## config.mk

```make
export PLATFORM = sky130hd
export DESIGN_NAME = shift_pipe
export DESIGN_NICKNAME = d
export VERILOG_FILES = /design/src/rtl/shift_pipe.sv
export SDC_FILE = /design/constraint.sdc
export NUM_CORES = 1
export LEC_CHECK = 0
export ABC_AREA = 1
export BUFFER_PORTS_ARGS = -buffer_cell sky130_fd_sc_hd__buf_4
export CORE_AREA = 3 3 40 42
export CTS_BUF_LIST = sky130_fd_sc_hd__clkbuf_16
export DETAILED_ROUTE_END_ITERATION = 6
export DIE_AREA = 0 0 43 45
export GPL_ROUTABILITY_DRIVEN = 0
export PLACE_DENSITY_LB_ADDON = 0.08
export SYNTH_ARGS = -nofsm -noshare
export SYNTH_HDL_FRONTEND = slang
export SYNTH_SLANG_ARGS = --single-unit
```

## constraint.sdc

```tcl
create_clock -name clk -period 1.9 [get_ports clk]
set_input_delay 0.19 -clock clk [delete_from_list [all_inputs] [get_ports clk]]
set_output_delay 0.19 -clock clk [all_outputs]
set_load 0.005 [all_outputs]
```

## src/rtl/shift_pipe.sv

```systemverilog
// rtl/shift_pipe.sv - enable-gated WIDTH x DEPTH delay line with per-stage valid tags and one selectable tap
// Optional occupancy counter output "fill" is built when SHIFT_FILL_CNT_EN is defined.
module shift_pipe #(
  parameter int WIDTH = 1,
  parameter int DEPTH = 2,
  localparam int TW = (DEPTH > 1) ? $clog2(DEPTH) : 1,
  localparam int FW = $clog2(DEPTH + 1)
) (
  input  logic             clk,
  input  logic             reset,
  input  logic             en,
  input  logic             flush,
  input  logic [WIDTH-1:0] din,
  input  logic             din_valid,
  input  logic [TW-1:0]    tap_sel,
  output logic [WIDTH-1:0] dout,
  output logic             dout_valid,
  output logic [WIDTH-1:0] tap_out,
  output logic             tap_valid
`ifdef SHIFT_FILL_CNT_EN
  ,
  output logic [FW-1:0]    fill
`endif
);

  logic [WIDTH-1:0] stage [DEPTH];
  logic [DEPTH-1:0] vld;

  // Data moves on every enabled edge; flush only clears the valid tags.
  always_ff @(posedge clk or posedge reset) begin
    if (reset) begin
      for (int i = 0; i < DEPTH; i++) stage[i] <= '0;
      vld <= '0;
    end else begin
      if (en) begin
        stage[0] <= din;
        for (int i = 1; i < DEPTH; i++) stage[i] <= stage[i-1];
      end
      if (flush) begin
        vld <= '0;
      end else if (en) begin
        vld[0] <= din_valid;
        for (int i = 1; i < DEPTH; i++) vld[i] <= vld[i-1];
      end
    end
  end

  assign dout       = stage[DEPTH-1];
  assign dout_valid = vld[DEPTH-1];

  generate
    if (DEPTH == 1) begin : g_single
      logic unused_tap_sel;
      assign unused_tap_sel = ^tap_sel;
      assign tap_out        = stage[0];
      assign tap_valid      = vld[0];
    end else begin : g_multi
      // Out-of-range selects read as an empty, invalid stage.
      always_comb begin
        tap_out   = '0;
        tap_valid = 1'b0;
        if (32'(tap_sel) < DEPTH) begin
          tap_out   = stage[tap_sel];
          tap_valid = vld[tap_sel];
        end
      end
    end
  endgenerate

`ifdef SHIFT_FILL_CNT_EN
  // Tracks popcount(vld) incrementally: one word in at stage 0, one out of the last stage.
  always_ff @(posedge clk or posedge reset) begin
    if (reset) begin
      fill <= '0;
    end else if (flush) begin
      fill <= '0;
    end else if (en) begin
      fill <= fill + FW'(din_valid) - FW'(vld[DEPTH-1]);
    end
  end
`endif

endmodule

```

==> results of run 1 <==
[sequential cells by signal (all words and copies together), names as in the netlist]
signal / cells
vld: 2
dout: 1
stage: 1
[through the flow]
stage / cells / hold slack, ns / utilization, %
2_1_floorplan: 24 / -0.0439 / -
3_3_place_gp: 49 / 0.0931 / 21.7
3_5_place_dp: 49 / 0.0922 / 21.7
4_1_cts: 53 / 0.189 / 28.3
5_1_grt: 53 / 0.213 / 28.3
6_report: 53 / 0.184 / 28.3
[layer usage]
metal / part of all wire, % / up-vias / GRT usage (%)
met5: 0 / - / 0
met4: 0 / 0 / 9.04
met3: 14 / 0 / 4.38
met2: 40 / 10 / 4.49
met1: 46 / 72 / 6.83
li1: - / 101 / -
[worst min-delay path: stages]
cell and delay (ns):
buf_4 0.08, nand2_1 0.03, o21ai_0 0.07
[power groups by stage]
stage / logic (mW) / registers, mW / clock network (mW)
after global routing: 0.0426 / 0.0971 / 0.340
after global placement: 0.0359 / 0.0967 / 0
after floorplan: 0.0115 / 0.0968 / 0
final: 0.0372 / 0.0963 / 0.328
after CTS: 0.0381 / 0.0963 / 0.337
after detailed placement: 0.0361 / 0.0971 / 0
[final timing paths]
check                                      from                   end  slack [ns]  cells past startpoint
max                          vld[0]$_DFFE_PP0P_             tap_valid        0.81                      3
min in group asynchronous                 reset    vld[1]$_DFFE_PP0P_        0.41                      3
max reg2reg                stage[1]$_DFFE_PP0P_  stage[1]$_DFFE_PP0P_        1.26                      2
min reg2reg                stage[1]$_DFFE_PP0P_      dout$_DFFE_PP0P_        0.48                      2
min                                         din  stage[1]$_DFFE_PP0P_        0.18                      3
max in group asynchronous                 reset  stage[1]$_DFFE_PP0P_        1.34                      3
[placed cells by master, fill, tap and decap left out]
cell type and n:
buf_4 10, nand2_1 8, inv_1 5, o21ai_0 4
dfrtp_1 4, clkbuf_16 3, nand3_1 2, nor2_2 1
dlygate4sd3_1 1
[timing repair]
item | in CTS | in global routing
setup buffers | 0 | 0
endpoints found under the setup margin | 0 | 0
hold buffers | 1 | 0
endpoints found under the hold margin | 4 | 0
[cell usage after synthesis]
library cell and count:
nor2_2 1, nand3_1 2, dfrtp_1 4, inv_1 5, o21ai_0 4, nand2_1 8
[cell type report]
cell class	instances	area, um2	share of cell area [%]
flip-flops and latches	4	100	27.5
repair buffers	11	85.1	23.4
clock buffers	3	75.1	20.6
multi-input cells	15	66.3	18.2
inverters	5	18.8	5.15
well taps	15	18.8	5.15
[cell families (layout without fill, tap and decap cells)]
kind of cell | count (synthesis) | in the layout | synth area share, %
simple gates | 11 | 11 | 25.0
compound gates | 4 | 4 | 10.8
flops | 4 | 4 | 54.1
buf+inv | 5 | 19 | 10.1
==> impl_metrics.env, run 1 <==
export IMPL_status="finished, final reports clean"
export IMPL_drc=0
export IMPL_crit_arrival_ns=0.90
export IMPL_postRouteAntennaNets=0
export IMPL_yosys_warnings=0
export IMPL_number_of_antenna_violations_at_the_first_check_in_global_routing=0
export IMPL_setup_ws_ns=0.807
export IMPL_cts_sinks=4
export IMPL_startpoint_types="register"
export IMPL_p_comb_share_pct=8.1
export IMPL_row_count=13
export IMPL_global_route_wire_length_before_repair_um=690
export IMPL_p_sw_mw=0.0788
export IMPL_worst_skew_pair_late_latency_ns=0.22
export IMPL_tightest_slew_ns=0.150
export IMPL_boundaryPins=11
export IMPL_cts_tree="yes"
export IMPL_globalRoute_totalOverflow=0
export IMPL_pwr_share_seq_pct=20.9
export IMPL_insertedDiodeCount=0
export IMPL_post_dp_cell_area_um2=279
export IMPL_synthDistinctLibCells=6
export IMPL_die_width_um=43
export IMPL_cp_cell_sequence="inv_1, o21ai_0, buf_4"
export IMPL_cts_root_buffer="clkbuf_16"
export IMPL_min_period_ns=1.09
export IMPL_synth_area_leaders="dfrtp_1 (54%), nand2_1 (16%), o21ai_0 (11%)"
export IMPL_routed_wire_length_per_instance_um=9.15
export IMPL_post_cts_resized_instances=0
export IMPL_core_um2=1280
export IMPL_die_h_um=45
export IMPL_design_die_area_um2=1940
export IMPL_power_density_nw_per_um2=1270
export IMPL_router_iterations_before_antenna_repair=4
export IMPL_post_dp_hpwl_um=338
export IMPL_setup_viol_count_final=0
export IMPL_finalMaxSlewViolations=0
export IMPL_global_route_usage_total_pct=5.77
export IMPL_hold_viol=0
export IMPL_initial_core_utilization_pct=14.4
export IMPL_worstHoldPathType="in2reg"
export IMPL_layout_filler_cells=143
export IMPL_fin_nets=47
export IMPL_synth_yosys_seq_area_share_pct=54.1
export IMPL_max_cap_viol_count=0
export IMPL_netlist_area_um2=185
export IMPL_post_route_cells_drive_above_1_share_pct=36.8
export IMPL_postSynthCellCount=24
export IMPL_ys_ff_latch=4
export IMPL_pre_cts_setup_slack_ns=1.04
export IMPL_internal_power_mw=0.383
export IMPL_setup_worst_path_class="reg2out"
export IMPL_area_growth_pct=96.6
export IMPL_grt_max_degree=8
export IMPL_detailed_route_via_count=183
export IMPL_critical_path_max_stage_delay_ns=0.36
export IMPL_clock_transition_time_at_the_flip_flop_clock_pins_of_the_worst_setup_and_hold_paths_ns=0.03
export IMPL_synth_net_count=31
export IMPL_finalSetupTns_ns=0
export IMPL_clock_share_of_power_pct=71.1
export IMPL_synth_top_area_share_pct=54.1
export IMPL_cp_buffers_inverters=2
export IMPL_drt_iter0_markers=5
export IMPL_grt_setup_unrepaired="false"
export IMPL_switching_part_of_the_total_power_pct=17.1
export IMPL_finalCritPeriodShare_pct=57.5
export IMPL_vias_per_cell=3.45
export IMPL_path_delay_family="flip-flops"
export IMPL_port_buffers=10
export IMPL_critPathCaptureType="output port"
export IMPL_final_area_um2=364
export IMPL_worst_ep_required_time_ns=1.71
export IMPL_first_global_vias=150
export IMPL_synth_area_per_cell_um2=7.72
export IMPL_biggest_fanout_along_the_worst_timing_path=3
export IMPL_synth_top_cell_by_area="dfrtp_1"
export IMPL_critical_path_slowest_cell="dfrtp_1"
export IMPL_max_slew_margin_rel_pct=89.9
export IMPL_cts_buffers=3
export IMPL_worst_ir_drop_vdd_mv=0.454
export IMPL_totalWireLength_um=485
export IMPL_htreeDepth=1
export IMPL_p_leak_nw=0.193
export IMPL_fmax_ghz=0.915
export IMPL_timing_clock_skew_ns=0.000126
export IMPL_cts_path_max_buffers=2
export IMPL_power_mw=0.461
(Power assumes the default switching activity.)
==> run 2: changes to the inputs <==
==> constraint.sdc (replaced) <==
create_clock -name clk -period 0.9 [get_ports clk]
set_input_delay 0.09 -clock clk [delete_from_list [all_inputs] [get_ports clk]]
set_output_delay 0.09 -clock clk [all_outputs]
set_load 0.005 [all_outputs]
==> run 2 against run 1 <==
The run now ends with setup timing left; worst hold slack worse by 0.10 ns; cell count increased by 9.4%; sequential cell count did not move; final area rose by 10%; core utilization rose by 2.9 points; die area unchanged; routed wire length grew 0.82%; critical path depth is the same; sequential power grew 110%; first-iteration DRC count shrank 40%; global-route usage about the same; critical endpoint is now tap_out.
==> impl_metrics.env, run 2 (synthesis gave the netlist of run 1 again) <==
export IMPL_routed_wire_length_per_instance_um=8.43
export IMPL_cell_depth_of_the_worst_flop_to_flop_path=4
export IMPL_cts_path_max_buffers=2
export IMPL_min_period_ns=0.952
export IMPL_fmax_ghz=1.05
export IMPL_drc=0
export IMPL_numPlacedInstances=49
export IMPL_global_route_usage_met2_pct=5.09
export IMPL_globalRouteMet1Util_pct=5.84
export IMPL_hold_viol=0
export IMPL_final_area_um2=402
export IMPL_path_delay_family="flip-flops"
export IMPL_cts_sinks=4
export IMPL_boundaryPins=11
export IMPL_drt_iter0_markers=3
export IMPL_initial_core_utilization_pct=14.4
export IMPL_worst_ep_required_time_ns=0.81
export IMPL_die_h_um=45
export IMPL_startpoint_types="register"
export IMPL_insertedDiodeCount=0
export IMPL_grt_max_degree=8
export IMPL_detailed_route_via_count=208
export IMPL_vias_per_cell=3.59
export IMPL_largest_register_ffs=2
export IMPL_grt_setup_unrepaired="true"
export IMPL_violations="setup timing"
export IMPL_finalCritPeriodShare_pct=106
export IMPL_crit_start="stage[1]$_DFFE_PP0P_"
export IMPL_number_of_antenna_violations_at_the_first_check_in_global_routing=0
export IMPL_post_dp_hpwl_um=336
export IMPL_post_dp_cell_area_um2=279
export IMPL_layout_core_utilization_pct=31.3
export IMPL_cts_buffers=3
export IMPL_worst_skew_pair_late_latency_ns=0.22
export IMPL_first_global_vias=171
export IMPL_cp_buffers_inverters=2
export IMPL_p_leak_nw=0.217
export IMPL_port_buffers=10
export IMPL_max_cap_viol_count=0
export IMPL_router_iterations_before_antenna_repair=2
export IMPL_biggest_fanout_along_the_worst_timing_path=2
export IMPL_global_route_usage_total_pct=5.76
export IMPL_design_die_area_um2=1940
export IMPL_r2r_start="stage[1]$_DFFE_PP0P_"
export IMPL_die_width_um=43
export IMPL_max_flop_register="vld"
export IMPL_cts_root_buffer="clkbuf_16"
export IMPL_worst_ir_drop_vdd_mv=0.878
export IMPL_stdcell_count=58
export IMPL_critPathCaptureType="output port"
export IMPL_core_um2=1280
export IMPL_setup_worst_path_class="reg2out"
export IMPL_worst_hold_slack_ns=0.0811
export IMPL_row_count=13
export IMPL_worstHoldPathType="in2reg"
export IMPL_setup_viol_count_final=2
export IMPL_max_slew_margin_rel_pct=88.8
export IMPL_crit_arrival_ns=0.86
export IMPL_cp_cell_sequence="inv_2, o21ai_1, buf_4"
export IMPL_critical_path_slowest_cell="dfrtp_1"
export IMPL_most_frequent_standard_cell_in_the_layout_excluding_fill_and_tap_cells="buf_4"
export IMPL_htreeDepth=1
export IMPL_global_route_wire_length_before_repair_um=683
export IMPL_crit_cells=3
export IMPL_cts_tree="yes"
export IMPL_met3_usage_pct=5.18
export IMPL_power_mw=0.998
export IMPL_clock_transition_time_at_the_flip_flop_clock_pins_of_the_worst_setup_and_hold_paths_ns=0.03
export IMPL_finalMaxSlewViolations=0
export IMPL_fin_nets=52
export IMPL_post_route_cells_drive_above_1_share_pct=46.5
export IMPL_worstReg2RegEnd="stage[1]$_DFFE_PP0P_"
export IMPL_r2r_setup_slack_ns=0.09
export IMPL_area_growth_pct=117
export IMPL_critical_path_max_stage_delay_ns=0.35
export IMPL_layout_cells_most_common_list="buf_4 (15), nand2_1 (8), inv_1 (4), dfrtp_1 (4)"
export IMPL_totalWireLength_um=489
export IMPL_status="complete, but fails checks"
export IMPL_setup_ws_ns=-0.0522
export IMPL_postRouteAntennaNets=0
export IMPL_globalRoute_totalOverflow=0
export IMPL_gr_max_usage_layer="met4"
export IMPL_timing_clock_skew_ns=0.0000889
export IMPL_tightest_slew_ns=0.168
export IMPL_power_density_nw_per_um2=2480
export IMPL_critPathCapture="tap_out"
[run 2: cell count changes in the layout (fill, tap and decap cells not counted)]
cell and change:
inv_1 -1, inv_2 +1, o21ai_0 -3, buf_4 +5, o21ai_1 +3
[run 2: worst min path at each step]
stage,slack [ns],cells after the start,end,from
floorplan,-0.14,1,dout$_DFFE_PP0P_,reset
global placement,-0.006,2,vld[1]$_DFFE_PP0P_,reset
detailed placement,-0.007,2,vld[1]$_DFFE_PP0P_,reset
CTS,0.08,3,stage[1]$_DFFE_PP0P_,din
global route,0.12,3,stage[1]$_DFFE_PP0P_,din
finish,0.08,3,stage[1]$_DFFE_PP0P_,din
[run 2: tightest hold or removal path, cell delays in order]
cell and delay (ns):
buf_4 0.08, nand2_1 0.03, o21ai_1 0.06
[run 2: area by class of cell]
type | instances | area [um2]
Timing Repair Buffer | 16 | 123
Fill cell | 132 | 883
Inverter | 5 | 18.8
Clock buffer | 3 | 75.1
Multi-Input combinational cell | 15 | 66.3
Sequential cell | 4 | 100
Tap cell | 15 | 18.8
[run 2: metrics by stage]
stage | setup TNS [ns] | worst slack, ns
after global placement | 0 | 0.153
final | -0.0879 | -0.0522
after CTS | -0.0836 | -0.0423
after detailed placement | 0 | 0.142
after floorplan | 0 | 0.266
after global routing | -0.161 | -0.0947
[run 2: layer usage]
metal | wire length, um | share of wire (%) | vias to the layer above
met5 | 0 | 0 | -
met1 | 211 | 43 | 86
li1 | - | - | 112
met3 | 71 | 15 | 2
met4 | 4 | 0.82 | 0
met2 | 200 | 41 | 8
[run 2: power by group]
| part | leakage, nW | switching (mW) | internal [mW] |
|---|---|---|---|
| combinational | 0.129 | 0.0387 | 0.0655 |
| clock | 0.0370 | 0.123 | 0.567 |
| sequential | 0.0516 | 0.00876 | 0.194 |
[run 2: timing repair]
action                                 in CTS  in global routing
pin swaps                                   1                  1
hold buffers                                1                  0
setup endpoints to repair                   2                  2
gates resized for setup                     2                  2
setup buffers                               3                  2
endpoints found under the hold margin       4                  0
==> run 3: changes to the inputs <==
==> constraint.sdc (replaced) <==
create_clock -name clk -period 1.2 [get_ports clk]
set_input_delay 0.12 -clock clk [delete_from_list [all_inputs] [get_ports clk]]
set_output_delay 0.12 -clock clk [all_outputs]
set_load 0.005 [all_outputs]
==> run 3 against run 2 <==
The flow now finishes without violations; die area unchanged; cell count decreased by 8.6%; sequential power fell by 25%.
==> impl_metrics.env, run 3 (synthesis gave the netlist of run 1 again) <==
export IMPL_status="finished, final reports clean"
export IMPL_global_route_usage_total_pct=5.52
export IMPL_min_period_ns=1.02
export IMPL_drc=0
export IMPL_area_growth_pct=96.6
export IMPL_largest_register_ffs=2
export IMPL_cts_setup_buffers=0
export IMPL_row_count=13
export IMPL_r2r_setup_slack_ns=0.56
export IMPL_fmax_ghz=0.985
export IMPL_power_mw=0.723
export IMPL_cts_tree="yes"
export IMPL_pre_cts_setup_slack_ns=0.413
export IMPL_insertedDiodeCount=0
export IMPL_cts_root_buffer="clkbuf_16"
export IMPL_design_die_area_um2=1940
export IMPL_cts_sinks=4
export IMPL_power_density_nw_per_um2=1980
export IMPL_detailed_route_via_count=188
export IMPL_postRouteAntennaNets=0
export IMPL_global_route_wire_length_before_repair_um=669
export IMPL_numPlacedInstances=49
export IMPL_p_sw_mw=0.117
export IMPL_post_route_cells_drive_above_1_share_pct=36.8
export IMPL_first_global_vias=165
export IMPL_routed_wire_length_per_instance_um=8.51
export IMPL_internal_power_mw=0.605
export IMPL_fin_nets=47
export IMPL_startpoint_types="register"
export IMPL_critPathCaptureType="output port"
export IMPL_router_iterations_before_antenna_repair=2
export IMPL_vias_per_cell=3.55
export IMPL_hold_viol=0
export IMPL_biggest_fanout_along_the_worst_timing_path=3
export IMPL_cts_path_max_buffers=2
export IMPL_clock_share_of_power_pct=70.8
export IMPL_finalCritPeriodShare_pct=84.6
export IMPL_worst_skew_pair_late_latency_ns=0.22
export IMPL_setup_ws_ns=0.185
export IMPL_post_cts_resized_instances=0
export IMPL_initial_core_utilization_pct=14.4
export IMPL_worstHoldPathType="in2reg"
export IMPL_worst_ir_drop_vdd_mv=0.561
export IMPL_post_dp_cell_area_um2=279
export IMPL_post_dp_hpwl_um=356
export IMPL_worst_ep_required_time_ns=1.08
export IMPL_max_cap_viol_count=0
export IMPL_grt_setup_unrepaired="false"
export IMPL_layout_cells_most_common_list="buf_4 (10), nand2_1 (8), inv_1 (5)"
export IMPL_port_buffers=10
export IMPL_die_h_um=45
export IMPL_crit_arrival_ns=0.90
export IMPL_stdcell_count=53
export IMPL_layout_core_utilization_pct=28.3
export IMPL_boundaryPins=11
export IMPL_timing_clock_skew_ns=0.0000599
export IMPL_finalMaxSlewViolations=0
export IMPL_final_area_um2=364
export IMPL_p_leak_nw=0.193
export IMPL_tightest_slew_ns=0.141
export IMPL_totalWireLength_um=451
export IMPL_switching_part_of_the_total_power_pct=16.3
export IMPL_grt_max_degree=8
export IMPL_core_um2=1280
export IMPL_most_frequent_standard_cell_in_the_layout_excluding_fill_and_tap_cells="buf_4"
export IMPL_max_slew_margin_rel_pct=90.5
export IMPL_globalRoute_totalOverflow=0
export IMPL_number_of_antenna_violations_at_the_first_check_in_global_routing=0
export IMPL_p_comb_share_pct=8.1
export IMPL_drt_iter0_markers=1
export IMPL_setup_worst_path_class="reg2out"
export IMPL_htreeDepth=1
export IMPL_max_flop_register="vld"
export IMPL_cts_buffers=3
export IMPL_finalSetupTns_ns=0
export IMPL_die_width_um=43
export IMPL_clock_transition_time_at_the_flip_flop_clock_pins_of_the_worst_setup_and_hold_paths_ns=0.03
export IMPL_pwr_share_seq_pct=21.1
export IMPL_setup_viol_count_final=0
export IMPL_worst_hold_slack_ns=0.104
[run 3: changes by cell type in the layout (fill, tap and decap cells not counted), sizes merged]
cell,previous run,this run
buf,15,10
[run 3: final timing paths]
path / startpoint / cells after the start / end
max: vld[0]$_DFFE_PP0P_ / 3 / tap_valid
min: din / 3 / stage[1]$_DFFE_PP0P_
max reg2reg: vld[0]$_DFFE_PP0P_ / 2 / vld[1]$_DFFE_PP0P_
min reg2reg: stage[1]$_DFFE_PP0P_ / 2 / dout$_DFFE_PP0P_
max in group asynchronous: reset / 3 / vld[1]$_DFFE_PP0P_
min in group asynchronous: reset / 3 / stage[1]$_DFFE_PP0P_
[run 3: per-layer routing]
metal | track usage, % | part of all wire [%] | vias up | wire [um]
met5 | 0 | 0 | - | 0
met4 | 7.23 | 0 | 0 | 0
met3 | 4.38 | 14 | 0 | 61
met2 | 5.69 | 41 | 8 | 184
met1 | 5.85 | 45 | 79 | 205
li1 | - | - | 101 | -
[run 3: what timing repair did]
item,in CTS,in global routing
endpoints found under the hold margin,4,0
hold buffers,1,0
setup endpoints to repair,0,0
[run 3: layout make-up]
class | count | area [um2]
flip-flops and latches | 4 | 100
repair buffers | 11 | 85.1
fillers | 145 | 921
multi-input cells | 15 | 66.3
clock buffers | 3 | 75.1
inverters | 5 | 18.8
well taps | 15 | 18.8
[run 3: power groups by stage]
stage	Sequential, mW	Clock, mW	Combinational (mW)
floorplan	0.153	0	0.0182
global placement	0.153	0	0.0568
detailed placement	0.154	0	0.0573
CTS	0.153	0.519	0.0600
global route	0.154	0.532	0.0665
finish	0.152	0.512	0.0583
[run 3: critical path, stage by stage (launching register included)]
cell     delay [ns]
dfrtp_1        0.36
inv_1          0.04
o21ai_0        0.14
buf_4          0.13
